<file path="config.mk">
export PLATFORM = sky130hd
export DESIGN_NAME = fft_frame_ctrl
export DESIGN_NICKNAME = d
export VERILOG_FILES = /design/src/rtl/fft_frame_ctrl.sv
export SDC_FILE = /design/constraint.sdc
export NUM_CORES = 1
export LEC_CHECK = 0
export ABC_AREA = 1
export BUFFER_PORTS_ARGS = -buffer_cell sky130_fd_sc_hd__buf_2
export CORE_ASPECT_RATIO = 1.75
export CORE_MARGIN = 2
export CORE_UTILIZATION = 24
export CTS_CLUSTER_DIAMETER = 120
export DETAILED_ROUTE_END_ITERATION = 16
export PLACE_DENSITY_LB_ADDON = 0.05
export SLEW_MARGIN = 20
export SYNTH_ARGS = -nofsm -noshare
export SYNTH_HDL_FRONTEND = slang
export SYNTH_SLANG_ARGS = --single-unit
export TNS_END_PERCENT = 10
</file>
<file path="constraint.sdc">
create_clock -name clk_sys -period 5.5 [get_ports clk_sys]
set_clock_uncertainty 0.05 [all_clocks]
set_input_delay 1.375 -clock clk_sys [delete_from_list [all_inputs] [get_ports clk_sys]]
set_output_delay 1.375 -clock clk_sys [all_outputs]
set_load 0.005 [all_outputs]
</file>
<file path="src/rtl/fft_frame_ctrl.sv">
`default_nettype none
// +----------------------------------------------------------------------------+
// | fft_frame_ctrl : frame sequencer gating samples into the radix-4 FFT chain |
// | Optional macro FFT_FRAME_CTRL_GAP_CHK_EN enables strict (gap-free) blocks. |
// | Revision: 1.0                                                              |
// +----------------------------------------------------------------------------+
module fft_frame_ctrl #(
  parameter int PIPE_LAT = 64,
  parameter int LDN_MIN  = 4,
  parameter int LDN_MAX  = 11
) (
  input  logic       clk_sys,
  input  logic       rst_sys_n,
  input  logic       start_i,
  input  logic       abort_i,
  input  logic [3:0] ldn_i,
  input  logic [7:0] nblk_i,
  input  logic       data_val_i,
  output logic       data_val_o,
  output logic       block_sync_o,
  output logic       stage_sync_o,
  output logic       last_o,
  output logic [3:0] ldn_rg_o,
  output logic       busy_o,
  output logic       done_o,
  output logic       err_o
);

  localparam int FW = $clog2(PIPE_LAT + 1);

  typedef enum logic [1:0] {
    IDLE  = 2'd0,
    RUN   = 2'd1,
    FLUSH = 2'd2
  } state_t;

  state_t          state, state_nxt;
  logic [10:0]     smp_cnt, smp_nxt;
  logic [7:0]      blk_cnt, blk_nxt;
  logic [7:0]      blk_last, blk_last_nxt;
  logic [FW-1:0]   flush_cnt, flush_nxt;
  logic [3:0]      ldn_nxt;
  logic [11:0]     n_m1;
  logic            gap_err;
  logic            dv_nxt, stage_nxt, block_nxt, last_nxt, done_nxt, err_nxt;

  assign n_m1   = (12'd1 << ldn_rg_o) - 12'd1;
  assign busy_o = (state != IDLE);

  always_comb begin
    state_nxt    = state;
    smp_nxt      = smp_cnt;
    blk_nxt      = blk_cnt;
    blk_last_nxt = blk_last;
    flush_nxt    = flush_cnt;
    ldn_nxt      = ldn_rg_o;
    dv_nxt       = 1'b0;
    stage_nxt    = 1'b0;
    block_nxt    = 1'b0;
    last_nxt     = 1'b0;
    done_nxt     = 1'b0;
    err_nxt      = 1'b0;
`ifdef FFT_FRAME_CTRL_GAP_CHK_EN
    gap_err = (state == RUN) && !data_val_i && (smp_cnt != '0);
`else
    gap_err = 1'b0;
`endif

    if (abort_i || gap_err) begin
      state_nxt = IDLE;
      smp_nxt   = '0;
      blk_nxt   = '0;
      flush_nxt = '0;
      err_nxt   = gap_err;
    end else begin
      case (state)
        IDLE: begin
          if (start_i) begin
            if (int'(ldn_i) >= LDN_MIN && int'(ldn_i) <= LDN_MAX) begin
              ldn_nxt      = ldn_i;
              // nblk_i = 0 wraps to 255, i.e. 256 blocks
              blk_last_nxt = nblk_i - 8'd1;
              smp_nxt      = '0;
              blk_nxt      = '0;
              state_nxt    = RUN;
            end else begin
              err_nxt = 1'b1;
            end
          end
        end
        RUN: begin
          if (data_val_i) begin
            dv_nxt    = 1'b1;
            stage_nxt = (smp_cnt == '0);
            block_nxt = (smp_cnt == '0) && (blk_cnt == '0);
            if (smp_cnt == n_m1[10:0]) begin
              smp_nxt = '0;
              if (blk_cnt == blk_last) begin
                last_nxt  = 1'b1;
                blk_nxt   = '0;
                flush_nxt = FW'(PIPE_LAT - 1);
                state_nxt = FLUSH;
              end else begin
                blk_nxt = blk_cnt + 8'd1;
              end
            end else begin
              smp_nxt = smp_cnt + 11'd1;
            end
          end
        end
        FLUSH: begin
          if (flush_cnt == '0) begin
            done_nxt  = 1'b1;
            state_nxt = IDLE;
          end else begin
            flush_nxt = flush_cnt - FW'(1);
          end
        end
        default: state_nxt = IDLE;
      endcase
    end
  end

  always_ff @(posedge clk_sys or negedge rst_sys_n) begin
    if (!rst_sys_n) begin
      state        <= IDLE;
      smp_cnt      <= '0;
      blk_cnt      <= '0;
      blk_last     <= '0;
      flush_cnt    <= '0;
      ldn_rg_o     <= 4'(LDN_MIN);
      data_val_o   <= 1'b0;
      stage_sync_o <= 1'b0;
      block_sync_o <= 1'b0;
      last_o       <= 1'b0;
      done_o       <= 1'b0;
      err_o        <= 1'b0;
    end else begin
      state        <= state_nxt;
      smp_cnt      <= smp_nxt;
      blk_cnt      <= blk_nxt;
      blk_last     <= blk_last_nxt;
      flush_cnt    <= flush_nxt;
      ldn_rg_o     <= ldn_nxt;
      data_val_o   <= dv_nxt;
      stage_sync_o <= stage_nxt;
      block_sync_o <= block_nxt;
      last_o       <= last_nxt;
      done_o       <= done_nxt;
      err_o        <= err_nxt;
    end
  end

endmodule
`default_nettype wire

</file>
==> results of run 1 <==
logic make-up (layout without fill, tap and decap cells):
logic type / count (synthesis) / count (layout)
DFF: 46 / 46
adders and majority gates: 8 / 8
and+or+nand+nor: 223 / 223
xor gates and xnor gates: 22 / 22
AOI/OAI and AO/OA: 54 / 54
buffers and inverters: 62 / 89
cell usage after synthesis (2+ instances only):
master / count / area [um2]
nand2_1: 123 / 461.7
inv_1: 51 / 191.4
dfrtp_1: 45 / 1126
nor2_1: 35 / 131.4
nand3_1: 22 / 110.1
o21ai_0: 21 / 105.1
nand4_1: 16 / 100.1
xor2_1: 13 / 113.9
a21oi_1: 11 / 55.05
o21ai_2: 9 / 78.83
xnor2_1: 9 / 78.83
ha_1: 8 / 100.1
nor3_1: 8 / 40.04
clkbuf_1: 4 / 15.01
and3_1: 3 / 18.77
nor4_1: 3 / 18.77
a21oi_2: 2 / 17.52
a31oi_1: 2 / 12.51
buf_2: 2 / 10.01
buf_6: 2 / 22.52
nand2_2: 2 / 12.51
nand2_4: 2 / 22.52
nor2_2: 2 / 12.51
o22ai_1: 2 / 12.51
o31ai_1: 2 / 15.01
or2_2: 2 / 12.51
cell type report:
class,count,area (um2)
repair buffers,28,142.6
clock inverters,1,30.03
clock buffers,7,142.6
well taps,168,210.2
flip-flops and latches,46,1152
inverters,53,198.9
fillers,1413,8914
multi-input cells,307,1642
power groups by stage:
stage	logic, mW	clock network, mW	registers (mW)
floorplan	0.303	0	0.427
global placement	0.403	0	0.446
detailed placement	0.403	0	0.445
CTS	0.405	0.374	0.438
global route	0.460	0.386	0.446
finish	0.396	0.362	0.437
worst min-delay path, cell delays in order, from the launching register on:
cell and delay [ps]:
dfrtp_1 350, nand2_1 50, nand2_1 60
per-stage QoR:
stage / area (um2) / cells / utilization / hold slack, ps
after floorplan: 3048 / 415 / - / 399.4
after global placement: 3346 / 602 / 0.2691 / 414.8
after detailed placement: 3346 / 602 / 0.2691 / 422.2
after CTS: 3518 / 610 / 0.2830 / 438.6
after global routing: 3518 / 610 / 0.2830 / 453.6
final: 3518 / 610 / 0.2830 / 437.9
sequential cells by signal (all words and copies together) (netlist names):
| name | cells |
|---|---|
| block_sync_o | 1 |
| blk_last | 8 |
| ldn_rg_o | 4 |
| err_o | 1 |
| smp_cnt | 11 |
| last_o | 1 |
| blk_cnt | 8 |
| done_o | 1 |
| flush_cnt | 7 |
| data_val_o | 1 |
| stage_sync_o | 1 |
| state | 2 |
placed cells by master (no fill, tap or decap), types with 2 or more instances in the layout:
master     instances
nor2_1            35
nor4_1             3
nand2_2            2
a21oi_2            2
and3_1             3
a31oi_1            2
dfrtp_1           45
ha_1               8
nor3_1             8
nand3_1           22
inv_1             51
or2_2              2
nand2_4            2
xor2_1            13
o21ai_2            9
o21ai_0           21
o31ai_1            2
clkbuf_16          5
buf_2             27
nor2_2             2
a21oi_1           11
o22ai_1            2
nand2_1          123
nand4_1           16
xnor2_1            9
path summary, 6_finish.rpt:
path / startpoint / cells after the start / slack (ps) / endpoint
setup / recovery: abort_i / 9 / 2420 / blk_last[0]
min in group asynchronous: rst_sys_n / 2 / 1120 / ldn_rg_o[1]
max in group asynchronous: rst_sys_n / 2 / 3830 / smp_cnt[9]
hold reg to reg: flush_cnt[0] / 2 / 440 / flush_cnt[0]
setup reg to reg: ldn_rg_o[1] / 15 / 2780 / smp_cnt[3]
hold / removal: flush_cnt[0] / 2 / 440 / flush_cnt[0]
metal layers:
layer	global-route usage	up-vias
met4	0.05473	0
li1	-	1393
met5	0	-
met3	0.01620	12
met2	0.2660	33
met1	0.1517	1266
==> run metrics, run 1 <==
H-tree levels 2; first-pass GRT wire length approximately 15,000 um; total internal power around 750 uW; antenna violations before repair 0; Seq/Total Area, Yosys 0.3781; switching pwr about 440 uW; I/O pins 28; xor-xnor portion of the synthesized cell area 0.06322; Initial Util 0.2452; Place WS slightly above 2000 ps; Global Route Usage Sum 0.1408; CTS buffer count 5; routability cong. 0.7879; clock power share 0.303; arrival time worst endpoint roughly 3200 ps; Post-synth EDFFs 0; Mapped Avg Cell Area ~7.3 um2; worst slew pin tran just under 800 ps; minimum clock period roughly 3100 ps; Tot Pwr between 1 and 1.5 mW; Synth Area in Simple Gates 0.3284; worst-skew pair later-pin latency between 200 and 300 ps; syn nets 440; Hold/Removal Path Class reg -> reg; Adder-Cell Fraction of Synth Area 0.03284; Worst path max stage delay approximately 610 ps; CTS root buf clkbuf_16; Rows between 50 and 60; largest fanout on the critical path 13; met2 WL about 5000 um; Clock Sinks 46; cell breakdown of the critical path buf_2 > nor2_1 > inv_1 > nor2_1 > inv_1 > nor2_1 > inv_1 > nand2_1 > o21ai_0; maximum vdd drop 0.1472 mV; leakage power between 1.5 and 2 nW; Syn. warnings 0; library cells used by synthesis 40; # resized after CTS 0; CTS max path bufs 2; Top Family by Delay on Critical Path simple AND/OR/NAND/NOR gates; Core ar. 12,430 um2; status complete, no violations; combinational share of power 0.331; Post-DP HPWL roughly 7000 um; CP Launch Type input pin; Crit-path slowest cell nor2_1; setup bufs post-CTS 0; achievable frequency 324.7 MHz; sw frac 0.3723; Slew HR 0.4744; CP Capture Type flop; total grt overflow 0; n_diodes 0; Compound-Gate Fraction of Synth Area 0.1141; Vias/cell approximately 4.4; CTS Hold Buffers Added 0; largest net degree at the start of global routing between 40 and 50; Die Wd roughly 89 um; ratio of final minimum period to clock period 0.5599; final hold vios 0; DR vias 2,704; Port Buffer Count 27; Power Dens Cells ~340 nW/um2; Initial DRC Count 99; Mapped Area around 3000 um2; Worst Path Buf+Inv 4; post-route setup slack 2421 ps; DR WL/cell around 14 um; wl on met1 3395 um; TNS Setup 0 ps; CP Class in -> reg; share of cells above drive strength 1 0.1357; Die Ht between 150 and 200 um; CTS tree built; Final Max Slew Viols 0; mux cell area share after synthesis 0; Worst-path clk slew ~70 ps; predominant post-synthesis flop cell dfrtp_1; fin nets roughly 470; drt total wl just under 9000 um; post-synthesis register bit count 46; RSZ-0062 raised after global routing no; die area ~14,000 um2; largest family of logic cells by synthesized area simple AND/OR/NAND/NOR gates; met3 routed WL roughly 160 um; final setup vio count 0; Post-synth ARST share 1.000; power share of the sequential group 0.366; vias in the first global route roughly 2.8k; Syn-to-layout area delta 15.44%; uppermost layer routed met4; Synth Instances ~420; CP required ~5600 ps; number of max-cap violations 0; TritonRoute pass-1 iters 4; DR DRC count 0; Final ANT Viol Nets 0
No activity file was read; power rests on OpenSTA's default activity.
==> run 2: changes to the inputs <==
- ABC_AREA: 1 -> 0
- clock period: 5.5 -> 2.75 ns (I/O delays scaled with it)
==> run metrics, run 2 <==
status complete, but fails checks; failing checks setup timing; Worst-path clk slew 70 ps (about the same); Final ANT Viol Nets 0 (unchanged); Initial Util 0.2459 (+0.0007359); predominant post-synthesis flop cell dfrtp_1; CTS max path bufs 2 (unchanged); drt total wl 8785 um (-0.20%); total grt overflow 0 (unchanged); worst-skew pair later-pin latency 290 ps (about the same); achievable frequency 327.4 MHz; largest fanout on the critical path 6 (-7); maximum vdd drop 0.2610 mV (+77%); most frequent cell after synthesis dfrtp_1; Core ar. 12,070 um2 (-2.9%); CTS Hold Buffers Added 0 (unchanged); post-synthesis register bit count 46 (unchanged); dpl cell area 3547 um2 (+6.0%); post-synth top area share 0.3794 (+0.009969); sw frac 0.2887 (-0.08365); CTS root buf clkbuf_16; max reg flops 11 (unchanged); ratio of final minimum period to clock period 1.111; vias in the first global route 2,789 (-1.4%); Syn-to-layout area delta 29.55%; Post-DP HPWL 6833 um (-2.1%); CTS buffer count 5 (unchanged); DR WL/cell 15.47 um (+7.2%); Syn. warnings 0 (unchanged); top cells by count, synth dfrtp_1 (45), nand2_1 (35), nor2_1 (29), inv_1 (20), o21ai_0 (20); final core utilization 0.3186 (+0.03557); power share of the sequential group 0.417 (+0.051); Clock Sinks 46 (unchanged); largest register by flop count smp_cnt; leakage power 1.802 nW (+4.0%); post-route setup slack -304.1 ps (-2725 ps); largest net degree at the start of global routing 20 (-57%); Mapped Avg Cell Area 8.678 um2 (+18%); switching pwr 532.5 uW (+20%); DR vias 2,645 (-2.2%); Hold/Removal Path Class in -> async; CP Launch Type flop; Regs by FF count smp_cnt (11), blk_cnt (8), blk_last (8); RSZ-0062 raised after global routing yes; Mapped Area 2968 um2 (-2.6%); Synth Instances 342 (-18%); I/O pins 28 (unchanged); first-pass GRT wire length 14,550 um (-1.4%); most common cell after layout, fill and taps aside dfrtp_1; routability cong. 0.7412 (-5.9%); Seq/Total Area, Yosys 0.3883 (+0.01020); commonest cells after routing, fill and taps aside dfrtp_1 (44), buf_4 (39), nand2_1 (34); TNS Setup -3973 ps (-3973 ps); syn nets 367 (-17%); minimum clock period 3054 ps; Final Cell Area 3845 um2 (+9.3%); Global Route Usage Sum 0.1439 (+0.003168); share of cells above drive strength 1 0.2605 (+0.1248); CP Capture Type flop; Vias/cell 4.657 (+5.1%); n_diodes 0 (unchanged); Die Ht 151.1 um (-1.3%); Die Wd 88.06 um (-1.3%); die area 13,310 um2 (-2.5%); CTS tree built; final setup vio count 21 (+21); H-tree levels 2 (unchanged); Post-synth ARST share 1.000 (unchanged); antenna violations before repair 0 (unchanged); Port Buffer Count 27 (unchanged); number of max-cap violations 0 (unchanged); final hold vios 0 (unchanged); Post-synth EDFFs 0 (unchanged); combinational share of power 0.200 (-0.131); Yosys top cell by area dfrtp_1; Final Max Slew Viols 0 (unchanged); Rows 53 (-1.9%); arrival time worst endpoint 3180 ps (-20 ps); TritonRoute pass-1 iters 4 (unchanged); Place WS -389.3 ps (-2436 ps); CP required 2880 ps (-2740 ps); library cells used by synthesis 55 (+38%); Initial DRC Count 105 (+6.1%); CP Class reg -> reg; fin nets 427 (-8.4%); clock power share 0.383 (+0.080); DR DRC count 0 (unchanged); Slew HR 0.6550 (+0.1806); total internal power 1.312 mW (+75%); top post-synthesis cells by area dfrtp_1 (38%), xor2_1 (4.7%), nand2_1 (4.4%); Power Dens Cells 479.8 nW/um2 (+41%); worst slew pin tran 512.8 ps (-272.8 ps)
==> run 2: cell types whose count changed after synthesis, moves of 7 or more <==
cell	change
and3_1	+7
o21ai_2	-9
nand3_1	-16
nand4_1	-12
nand2_1	-88
inv_1	-31
nor2b_1	+8
==> run 2: path summary, 6_finish.rpt <==
path,from,end,slack [ps],depth (start not counted)
hold / removal,rst_sys_n,flush_cnt[5],280,1
max in group asynchronous,rst_sys_n,ldn_rg_o[2],1750,2
setup reg to reg,ldn_rg_o[1],flush_cnt[1],-300,10
setup / recovery,ldn_rg_o[1],flush_cnt[1],-300,10
min in group clk_sys,flush_cnt[5],flush_cnt[5],450,1
hold reg to reg,flush_cnt[5],flush_cnt[5],450,1
==> run 2: critical path, cell delays in order (launching register included) <==
cell and delay, ps:
dfrtp_1 400, nor2_4 140, nand3_2 110, ha_4 190, or4b_4 490, a21oi_4 160
o21ai_1 80, a211o_1 280, or3_4 400, o31a_1 320, mux2_4 300
==> run 2: through the flow <==
stage / cells / power, mW / hold slack, ps
floorplan: 342 / 0.9845 / 341.9
global placement: 556 / 1.136 / 425.7
detailed placement: 556 / 1.137 / 420.5
CTS: 568 / 1.879 / 300.5
global route: 568 / 1.946 / 305.0
finish: 568 / 1.845 / 277.7
==> run 2: final cells by class <==
| type | instances | area [um2] |
|---|---|---|
| clock buffer | 5 | 125.1 |
| tap | 165 | 206.4 |
| sequential | 46 | 1154 |
| inverter | 20 | 75.07 |
| timing repair buffer | 68 | 450.4 |
| fill | 1339 | 8224 |
| multi-input combinational | 261 | 1794 |
| clock inverter | 3 | 40.04 |
==> run 2: kinds of logic (layout without fill, tap and decap cells) <==
kind of cell | count (synthesis) | count (layout) | synth area share
compound gates | 77 | 77 | 0.1758
xor+xnor | 26 | 26 | 0.07673
fa+ha+maj | 8 | 8 | 0.03373
buf+inv | 35 | 96 | 0.04722
flops | 46 | 46 | 0.3883
mux | 4 | 4 | 0.01475
simple gates | 146 | 146 | 0.2635
==> run 2: per-layer routing <==
layer  global-route usage  part of all wire
met5                    0                 0
met4              0.04318             0.015
met3              0.01689             0.017
met2               0.2871              0.60
met1               0.1517              0.37
==> run 2: timing repair <==
action	4_1_cts	5_1_grt
setup buffers	4	0
gates resized for setup	12	8
endpoints found under the setup margin	26	29
pin swaps	14	0
cloned	0	0
==> run 2: power by group through the flow <==
| stage | logic (mW) | clock network [mW] | registers (mW) |
|---|---|---|---|
| detailed placement | 0.354 | 0 | 0.783 |
| global placement | 0.355 | 0 | 0.782 |
| floorplan | 0.211 | 0 | 0.773 |
| finish | 0.369 | 0.707 | 0.769 |
| global route | 0.415 | 0.755 | 0.776 |
| CTS | 0.371 | 0.739 | 0.770 |
